$ cat src/rtl/tvout_pkg.sv
// Shared types and per-standard vertical timing constants for the TV-out raster generator.
// Line boundaries are half-open: a line type runs from its start up to but not including the *_END line.
package tvout_pkg;

  typedef enum logic {
    MODE_PAL  = 1'b0,
    MODE_NTSC = 1'b1
  } mode_e;

  typedef enum logic [1:0] {
    NORMAL,
    BROAD_BROAD,
    BROAD_EQ,
    EQ_EQ
  } line_type_e;

  localparam logic [8:0] PAL_V_LONG         = 9'd313;
  localparam logic [8:0] PAL_BROAD_END      = 9'd2;
  localparam logic [8:0] PAL_BROAD_EQ_LINE  = 9'd2;
  localparam logic [8:0] PAL_EQ_END         = 9'd5;
  localparam logic [8:0] PAL_TAIL_EQ        = 9'd309;

  localparam logic [8:0] NTSC_V_LONG        = 9'd263;
  localparam logic [8:0] NTSC_PRE_EQ_END    = 9'd3;
  localparam logic [8:0] NTSC_BROAD_END     = 9'd6;
  localparam logic [8:0] NTSC_POST_EQ_END   = 9'd9;
  localparam logic [8:0] NTSC_TAIL_EQ       = 9'd259;

  function automatic logic [8:0] v_long(input mode_e mode);
    return (mode == MODE_NTSC) ? NTSC_V_LONG : PAL_V_LONG;
  endfunction

endpackage

$ cat src/rtl/tvout_linetype.sv
// tvout_linetype: maps (mode, line number) to the sync pattern used on that line.
// Purely combinational, zero latency; no flow control.
module tvout_linetype
  import tvout_pkg::*;
(
  input  mode_e      mode_i,
  input  logic [8:0] cnt_v_i,
  output line_type_e line_type_o
);

  always_comb begin
    line_type_o = NORMAL;
    if (mode_i == MODE_PAL) begin
      if (cnt_v_i < PAL_BROAD_END) begin
        line_type_o = BROAD_BROAD;
      end else if (cnt_v_i == PAL_BROAD_EQ_LINE) begin
        line_type_o = BROAD_EQ;
      end else if ((cnt_v_i < PAL_EQ_END) || (cnt_v_i >= PAL_TAIL_EQ)) begin
        line_type_o = EQ_EQ;
      end
    end else begin
      if (cnt_v_i < NTSC_PRE_EQ_END) begin
        line_type_o = EQ_EQ;
      end else if (cnt_v_i < NTSC_BROAD_END) begin
        line_type_o = BROAD_BROAD;
      end else if ((cnt_v_i < NTSC_POST_EQ_END) || (cnt_v_i >= NTSC_TAIL_EQ)) begin
        line_type_o = EQ_EQ;
      end
    end
  end

endmodule

$ cat src/rtl/tvout_gen.sv
// tvout_gen: PAL/NTSC raster timing with composite sync, blanking, data-enable and field start.
// Outputs registered, one clock behind the counters; free-running source, no backpressure.
module tvout_gen
  import tvout_pkg::*;
#(
  parameter int H_TOTAL     = 512,
  parameter int H_SYNC      = 37,
  parameter int H_ACT_START = 96,
  parameter int H_ACT_LEN   = 384,
  parameter int V_ACT_START = 40,
  parameter int V_ACT_LEN   = 240,
  localparam int HW         = $clog2(H_TOTAL)
) (
  input  logic          pixel_clk,
  input  logic          rst_n,
  input  logic          ntsc,
  input  logic          interlace_en,
  output logic [HW-1:0] cnt_h,
  output logic [8:0]    cnt_v,
  output logic          field,
  output logic          hsync,
  output logic          vbl,
  output logic          de,
  output logic          out_sync,
  output logic          frame_start
);

  localparam int unsigned HALF_U      = H_TOTAL / 2;
  localparam int unsigned EQ_W        = H_TOTAL / 32;
  localparam int unsigned BROAD_W     = HALF_U - EQ_W;
  localparam int unsigned H_SYNC_U    = H_SYNC;
  localparam int unsigned H_ACT_BEG_U = H_ACT_START;
  localparam int unsigned H_ACT_END_U = H_ACT_START + H_ACT_LEN;
  localparam int unsigned V_ACT_BEG_U = V_ACT_START;
  localparam int unsigned V_ACT_END_U = V_ACT_START + V_ACT_LEN;

  logic [HW-1:0] cnt_h_q, cnt_h_d;
  logic [8:0]    cnt_v_q, cnt_v_d;
  logic          field_q, field_d;
  mode_e         mode_q, mode_d;
  logic          hsync_q, vbl_q, de_q, out_sync_q, frame_start_q;

  line_type_e    line_type;
  logic [8:0]    v_last_line;
  logic          h_last, v_last;
  logic [HW-2:0] h_pos;
  logic          pulse_broad;
  logic [31:0]   pulse_w;
  logic          in_hsync, sync_tip, h_active, v_active;

  tvout_linetype u_linetype (
    .mode_i      (mode_q),
    .cnt_v_i     (cnt_v_q),
    .line_type_o (line_type)
  );

  // Short fields end one line early; field_q is 1 only during a short field.
  assign v_last_line = v_long(mode_q) - 9'd1 - {8'd0, field_q};
  assign h_last      = (cnt_h_q == HW'(H_TOTAL - 1));
  assign v_last      = (cnt_v_q == v_last_line);

  always_comb begin
    cnt_h_d = cnt_h_q + HW'(1);
    cnt_v_d = cnt_v_q;
    field_d = field_q;
    mode_d  = mode_q;
    if (h_last) begin
      cnt_h_d = '0;
      if (v_last) begin
        cnt_v_d = '0;
        field_d = interlace_en ? ~field_q : 1'b0;
        mode_d  = ntsc ? MODE_NTSC : MODE_PAL;
      end else begin
        cnt_v_d = cnt_v_q + 9'd1;
      end
    end
  end

  // Serration pulses restart at each half line, so only the low bits position them.
  always_comb begin
    h_pos = cnt_h_q[HW-2:0];
    unique case (line_type)
      BROAD_BROAD: pulse_broad = 1'b1;
      BROAD_EQ:    pulse_broad = ~cnt_h_q[HW-1];
      default:     pulse_broad = 1'b0;
    endcase
    pulse_w  = pulse_broad ? BROAD_W : EQ_W;
    in_hsync = (32'(cnt_h_q) < H_SYNC_U);
    sync_tip = (line_type == NORMAL) ? in_hsync : (32'(h_pos) < pulse_w);
    h_active = (32'(cnt_h_q) >= H_ACT_BEG_U) && (32'(cnt_h_q) < H_ACT_END_U);
    v_active = (32'(cnt_v_q) >= V_ACT_BEG_U) && (32'(cnt_v_q) < V_ACT_END_U);
  end

  always_ff @(posedge pixel_clk or negedge rst_n) begin
    if (!rst_n) begin
      cnt_h_q       <= '0;
      cnt_v_q       <= '0;
      field_q       <= 1'b0;
      mode_q        <= MODE_PAL;
      hsync_q       <= 1'b0;
      out_sync_q    <= 1'b1;
      vbl_q         <= 1'b1;
      de_q          <= 1'b0;
      frame_start_q <= 1'b0;
    end else begin
      cnt_h_q       <= cnt_h_d;
      cnt_v_q       <= cnt_v_d;
      field_q       <= field_d;
      mode_q        <= mode_d;
      hsync_q       <= in_hsync;
      out_sync_q    <= ~sync_tip;
      vbl_q         <= ~v_active;
      de_q          <= v_active & h_active;
      frame_start_q <= (cnt_h_q == '0) && (cnt_v_q == '0);
    end
  end

  assign cnt_h       = cnt_h_q;
  assign cnt_v       = cnt_v_q;
  assign field       = field_q;
  assign hsync       = hsync_q;
  assign vbl         = vbl_q;
  assign de          = de_q;
  assign out_sync    = out_sync_q;
  assign frame_start = frame_start_q;

endmodule

$ cat config.mk
export PLATFORM = sky130hd
export DESIGN_NAME = tvout_gen
export DESIGN_NICKNAME = d
export VERILOG_FILES = /design/src/rtl/tvout_pkg.sv /design/src/rtl/tvout_linetype.sv /design/src/rtl/tvout_gen.sv
export SDC_FILE = /design/constraint.sdc
export NUM_CORES = 1
export LEC_CHECK = 0
export BUFFER_PORTS_ARGS = -buffer_cell sky130_fd_sc_hd__buf_2
export CAP_MARGIN = 30
export CORE_AREA = 3 3 61 63
export CTS_CLUSTER_SIZE = 28
export DETAILED_ROUTE_END_ITERATION = 8
export DIE_AREA = 0 0 64 66
export GPL_TIMING_DRIVEN = 0
export PLACE_DENSITY = 0.7
export SETUP_SLACK_MARGIN = 0.4
export SYNTH_ARGS = -nofsm -noshare
export SYNTH_HDL_FRONTEND = slang
export SYNTH_HIERARCHICAL = 1
export SYNTH_SLANG_ARGS = --single-unit
$ cat constraint.sdc
create_clock -name pixel_clk -period 4.3 [get_ports pixel_clk]
set_input_delay 0 -clock pixel_clk [delete_from_list [all_inputs] [get_ports pixel_clk]]
set_output_delay 0 -clock pixel_clk [all_outputs]
set_load 0.03 [all_outputs]
# After elaboration in Yosys (flattened, before gate mapping)
# Cells that the tools add are included.
[totals]
regBits = 25
inputBits = 4
output_inout_bits = 24
word_cells = 60
[op_classes]
add_sub_neg = 4
magnitude_cmp = 13
eq_ne = 5
mux = 15
bitwise = 5
n_reduce_logical = 9
[ops]
columns = ["cell", "count"]
rows = [
  ["$add A9 B1 Y9 const B", 2],
  ["$ge A9 B9 Y1 const B", 2],
  ["$logic_not A9 Y1", 2],
  ["$lt A9 B2 Y1 const B", 2],
  ["$lt A9 B3 Y1 const B", 2],
  ["$lt A9 B9 Y1 const B", 2],
  ["$mux W9", 2],
  ["$mux W2", 7],
  ["$eq A9 B2 Y1 const B", 1],
  ["$eq A9 B9 Y1", 1],
  ["$eq A9 B9 Y1 const B", 1],
  ["$ge A9 B6 Y1 const B", 1],
  ["$ge A9 B7 Y1 const B", 1],
  ["$lt A9 B4 Y1 const B", 1],
  ["$lt A9 B6 Y1 const B", 1],
  ["$sub A9 B1 Y9", 1],
  ["$sub A9 B1 Y9 const B", 1],
  ["$lt A8 B8 Y1", 1],
  ["$mux W8", 1],
  ["$mux W6", 1],
  ["$not A1 Y1", 4],
  ["$logic_and A1 B1 Y1", 3],
  ["$mux W1", 3],
  ["$eq A2 B1 Y1 const B", 1],
  ["6 further kinds", 7],
]

# Depth between registers and ports, before layout
[depth]
word_depth = 12
mapped_depth = 13
depth_no_buf = 13

# Cells and area by module
# Netlist, hierarchy kept.
[modules_own_cells]
columns = ["mod", "n_inst", "cells_per_inst", "area_each_um2", "seq_area_each_um2"]
rows = [
  ["tvout_gen", 1, 141, 1405.1, 628.1],
  ["tvout_linetype", 1, 28, 171.4, 0.0],
]

# Worst setup path before layout
# Ideal clock, no wire load.
[synth_path]
kind = "flip-flop to flip-flop"
startpoint = "reg cnt_v_q[6], in the netlist cnt_v[6]"
endpoint = "reg out_sync_q, in the netlist out_sync"
setup_time_ns = 0.089
t_arrival_ns = 3.042
t_required_ns = 4.211
setup_slack_ns = 1.169
path_stages_with_launch = 14
path_buffers = 0
period_less_slack_ns = 3.131
path_cell_list = "dfrtp_1 or4_1 o31ai_2 a221oi_1 a211oi_1 inv_1 ha_1 nor2b_1 o21ai_0 ha_1 a21oi_1 nor2b_1 o21ai_0 a22oi_1"
[synth_between]
elab_chain_cells = 12
elab_cells_between_ends = 25
[synth_rtl]
columns = ["element", "line_no", "rtl"]
rows = [
  ["start: declaration", "tvout_gen.sv:38", "logic [8:0] cnt_v_q, cnt_v_d;"],
  ["start signal: assignment", "tvout_gen.sv:107", "cnt_v_q <= cnt_v_d;"],
  ["$lt A9 B3 Y1 (tied with other cells)", "tvout_linetype.sv:18", "end else if ((cnt_v_i < PAL_EQ_END) || (cnt_v_i >= PAL_TAIL_EQ)) begin"],
  ["$logic_or A1 B1 Y1, on equally long branches", "tvout_linetype.sv:18, tvout_linetype.sv:26", ""],
  ["$mux W2, on equally long branches", "tvout_linetype.sv:18, tvout_linetype.sv:26", ""],
  ["$mux W2, on equally long branches", "tvout_linetype.sv:16, tvout_linetype.sv:24", ""],
  ["$mux W2, on equally long branches", "tvout_linetype.sv:14, tvout_linetype.sv:22", ""],
  ["$mux W2 *", "tvout_linetype.sv:13", "if (mode_i == MODE_PAL) begin"],
  ["via line_type[0]", "tvout_gen.sv:43", "line_type_e line_type;"],
  ["$eq A2 B2 Y1 / $eq A2 B1 Y1 (equally long branches)", "tvout_gen.sv:82", "unique case (line_type)"],
  ["$pmux W1 S2", "tvout_gen.sv:82", ""],
  ["$mux W8", "tvout_gen.sv:87", "pulse_w = pulse_broad ? BROAD_W : EQ_W;"],
  ["$lt A8 B8 Y1", "tvout_gen.sv:89", "sync_tip = (line_type == NORMAL) ? in_hsync : (32'(h_pos) < pulse_w);"],
  ["$mux W1 *", "tvout_gen.sv:89", ""],
  ["$not A1 Y1 *", "tvout_gen.sv:111", "out_sync_q <= ~sync_tip;"],
  ["end signal: assignment", "tvout_gen.sv:111", ""],
  ["end: declaration", "tvout_gen.sv:41", "logic hsync_q, vbl_q, de_q, out_sync_q, frame_start_q;"],
]
# Mark *: on every way through the listed nets, which the timed path passes. The rest lies on a longest branch.
# A chain may end at the register's enable or synchronous reset.

# Final worst setup path
# Ends and elaborated chain as after synthesis.

==> summary.txt <==
crit-path max FO -> 10
Clock Tree Root -> clkbuf_4
max-cap violation count -> 0
Rel. slew slack -> 0.616
Synth warnings -> 6
pre-CTS setup slack -> 0.868 ns
initial antenna violation count -> 0
post-DP HPWL -> 2460 um
final cell count without fillers -> 249
sequential power share -> 0.663
final hold vios -> 0
initial core utilization -> 0.480
die area -> 4220 um2
peak supply drop -> 0.0000948 V
family with the most delay on the worst path -> compound AO/OA/AOI/OAI gates
measured slew at the worst slew-check pin -> 0.576 ns
Synth Cell Area -> 1580 um2
post-CTS setup repair buffer count -> 0
hold crit path type -> input port to async pin
design area -> 1830 um2
Worst path depth -> 13
post-synthesis sequential area ratio -> 0.398
Avg Cell Area, Syn -> 9.33 um2
clock power share -> 0.315
Worst setup EP type -> flip-flop
R2R cell count -> 13
CTS tree -> built
number of diodes -> 0
clock transition at the registers of the reported paths -> 0.15 ns
Max Clock Freq -> 294 MHz
clk buf depth -> 2
P_int -> 0.274 mW
Pwr per Cell Area -> 194 nW/um2
post-cts sizing count -> 0
Post-Synthesis Net Count -> 186
via count -> 1340
total grt overflow -> 0
Max stage delay cell, worst path -> or4_1
max-slew violations -> 0
port bufs -> 27
Tmin final -> 3.40 ns
status -> complete, no violations
Num CTS Buffers -> 3
combinational power share -> 0.022
largest net degree at the start of global routing -> 26
Fin Setup TNS -> 0 ns
Setup crit start kind -> flip-flop
final worst setup slack -> 0.896 ns
num rows -> 21
DRC Markers -> 0
clk sinks -> 25
Final setup violation count -> 0
first-pass GRT wire length -> 5760 um
post-route antenna net violation count -> 0
fin crit share -> 0.792
CP max stage delay -> 0.62 ns
Synth Instances -> 169
CP arrival -> 3.68 ns
required time of the worst setup path -> 4.57 ns
Power Total -> 0.355 mW
Final Net Count -> 221
crit path kind -> flip-flop to flip-flop
clock skew -> 0.0136 ns
die height -> 66 um
critical path cell sequence -> or4_1, nor2_1, a21oi_1, a211oi_1, inv_1, ha_1, nor2b_1, o21ai_0, ha_1, a21oi_1, nor2b_1, o21ai_0, a22oi_1
htree depth -> 1
DR WL/cell -> 13.5 um
post-placement cell count -> 242
NetSw -> 0.0813 mW
instance area after placement -> 1770 um2
Chip Width -> 64 um
routed vias/inst -> 5.38
IO Pins -> 28
Clk Latency, worst-skew pair -> 0.34 ns
layout cell share with drive strength beyond 1 -> 0.182
wirelength, routed -> 3350 um
vias in the first global route -> 1302
Core ar. -> 3280 um2
#FFs+latches synth -> 25
1st-iter DRT viols -> 74
switch share -> 0.229
post-synth cell types -> 39
leakage -> 0.907 nW
Total GRT Usage -> 0.173
GPL Wtd Cong -> 0.836
Syn-to-layout area delta -> 16.0%
DR pass1 iterations -> 4
RSZ-0062 raised after global routing -> no
WP buf/inv -> 1
## cells by family after synthesis
group | count (synthesis) | synth area share
AND/OR/NAND/NOR | 70 | 0.241
XOR/XNOR | 16 | 0.0889
adder cells (fa/ha/maj) | 13 | 0.103
multiplexers | 2 | 0.0159
flip-flops | 25 | 0.398
buffers and inverters | 17 | 0.0405
AO/OA/AOI/OAI | 26 | 0.112
## power by group through the flow
stage	registers, mW	logic (mW)	clock network (mW)
2_1_floorplan	0.240	0.0000224	0
3_3_place_gp	0.240	0.00586	0
3_5_place_dp	0.240	0.00618	0
4_1_cts	0.235	0.00823	0.115
5_1_grt	0.235	0.00893	0.125
6_report	0.235	0.00781	0.112
## worst paths after layout
path	from	endpoint	slack, ns
hold reg to reg	cnt_h[0]$_DFF_PN0_	cnt_h[0]$_DFF_PN0_	0.58
max in group asynchronous	rst_n	cnt_v[4]$_DFFE_PN0P_	3.74
hold / removal	rst_n	frame_start$_DFF_PN0_	0.17
setup / recovery	cnt_v[6]$_DFFE_PN0P_	out_sync$_DFF_PN1_	0.90
setup reg to reg	cnt_v[6]$_DFFE_PN0P_	out_sync$_DFF_PN1_	0.90
min in group pixel_clk	ntsc	mode_q$_DFFE_PN0P_	0.44
## state kept, by name, indices dropped and copies added, names as in the netlist
register,count
hsync,1
frame_start,1
de,1
field,1
vbl,1
cnt_h,9
out_sync,1
cnt_v,9
mode_q,1
## synth_stat cells
master,n,area [um2]
dfrtp_1,23,576
nor2_1,20,75.1
ha_1,13,163
inv_1,13,48.8
nand2_1,10,37.5
xnor2_1,9,78.8
nand3_1,7,35.0
nor3_1,7,35.0
xor2_1,7,61.3
o21ai_0,6,30.0
a21oi_1,5,25.0
nand4_1,5,31.3
and3_1,4,25.0
and4_1,4,35.0
clkbuf_1,4,15.0
a211oi_1,3,22.5
nor2b_1,3,18.8
nor4_1,3,18.8
a22oi_1,2,15.0
dfstp_2,2,52.6
a211o_1,1,8.76
a21boi_0,1,7.51
a21o_1,1,7.51
a221oi_1,1,8.76
and2_1,1,6.26
mux2_4,1,15.0
mux2i_1,1,10.0
nand4b_1,1,8.76
nor3b_1,1,7.51
nor4_4,1,21.3
nor4b_1,1,8.76
o21a_2,1,8.76
o21bai_1,1,7.51
o221ai_1,1,8.76
o22ai_1,1,6.26
o31ai_1,1,7.51
o31ai_2,1,12.5
or3b_1,1,8.76
or4_1,1,7.51
## cells in the final DEF (no fill, tap or decap), types with 2 or more instances in the layout
| master | synthesis | routed |
|---|---|---|
| dfrtp_1 | 23 | 23 |
| ha_1 | 13 | 13 |
| o21ai_0 | 6 | 6 |
| clkbuf_1 | 4 | 4 |
| xnor2_1 | 9 | 9 |
| xor2_1 | 7 | 7 |
| dlygate4sd3_1 | 0 | 3 |
| and4_1 | 4 | 4 |
| a22oi_1 | 2 | 2 |
| inv_1 | 13 | 13 |
| nor4_1 | 3 | 3 |
| a21oi_1 | 5 | 5 |
| nor2b_1 | 3 | 3 |
| nand4_1 | 5 | 5 |
| nor3_1 | 7 | 7 |
| buf_2 | 0 | 27 |
| clkbuf_4 | 0 | 3 |
| dfstp_2 | 2 | 2 |
| and3_1 | 4 | 4 |
| nand3_1 | 7 | 7 |
| nand2_1 | 10 | 10 |
| a211oi_1 | 3 | 3 |
| nor2_1 | 20 | 20 |
## area by class of cell
| class | count | area (um2) |
|---|---|---|
| fillers | 323 | 1460 |
| multi-input cells | 127 | 885 |
| flip-flops and latches | 25 | 628 |
| repair buffers | 30 | 165 |
| well taps | 46 | 57.6 |
| inverters | 13 | 48.8 |
| clock buffers | 3 | 22.5 |
| plain buffers | 4 | 15.0 |
| clock inverters | 1 | 7.51 |
## timing repair
action                                  CTS  global route
hold buffers                              3             0
endpoints found under the setup margin    0             0
hold endpoints to repair                 25             0
## per-layer routing
| layer | global-route usage | vias up | routed length [um] |
|---|---|---|---|
| met5 | 0 | - | 0 |
| met4 | 0.0701 | 0 | 57 |
| met3 | 0.0221 | 5 | 109 |
| met2 | 0.305 | 28 | 1590 |
| met1 | 0.212 | 639 | 1600 |
| li1 | - | 668 | - |
## metrics by stage
step                      hold slack, ns   util
final                              0.170  0.557
after global routing               0.215  0.557
after CTS                          0.183  0.557
after detailed placement          0.0289  0.539
after global placement            0.0177  0.539
after floorplan                   -0.296      -
Power figures use the tool's default switching activity.
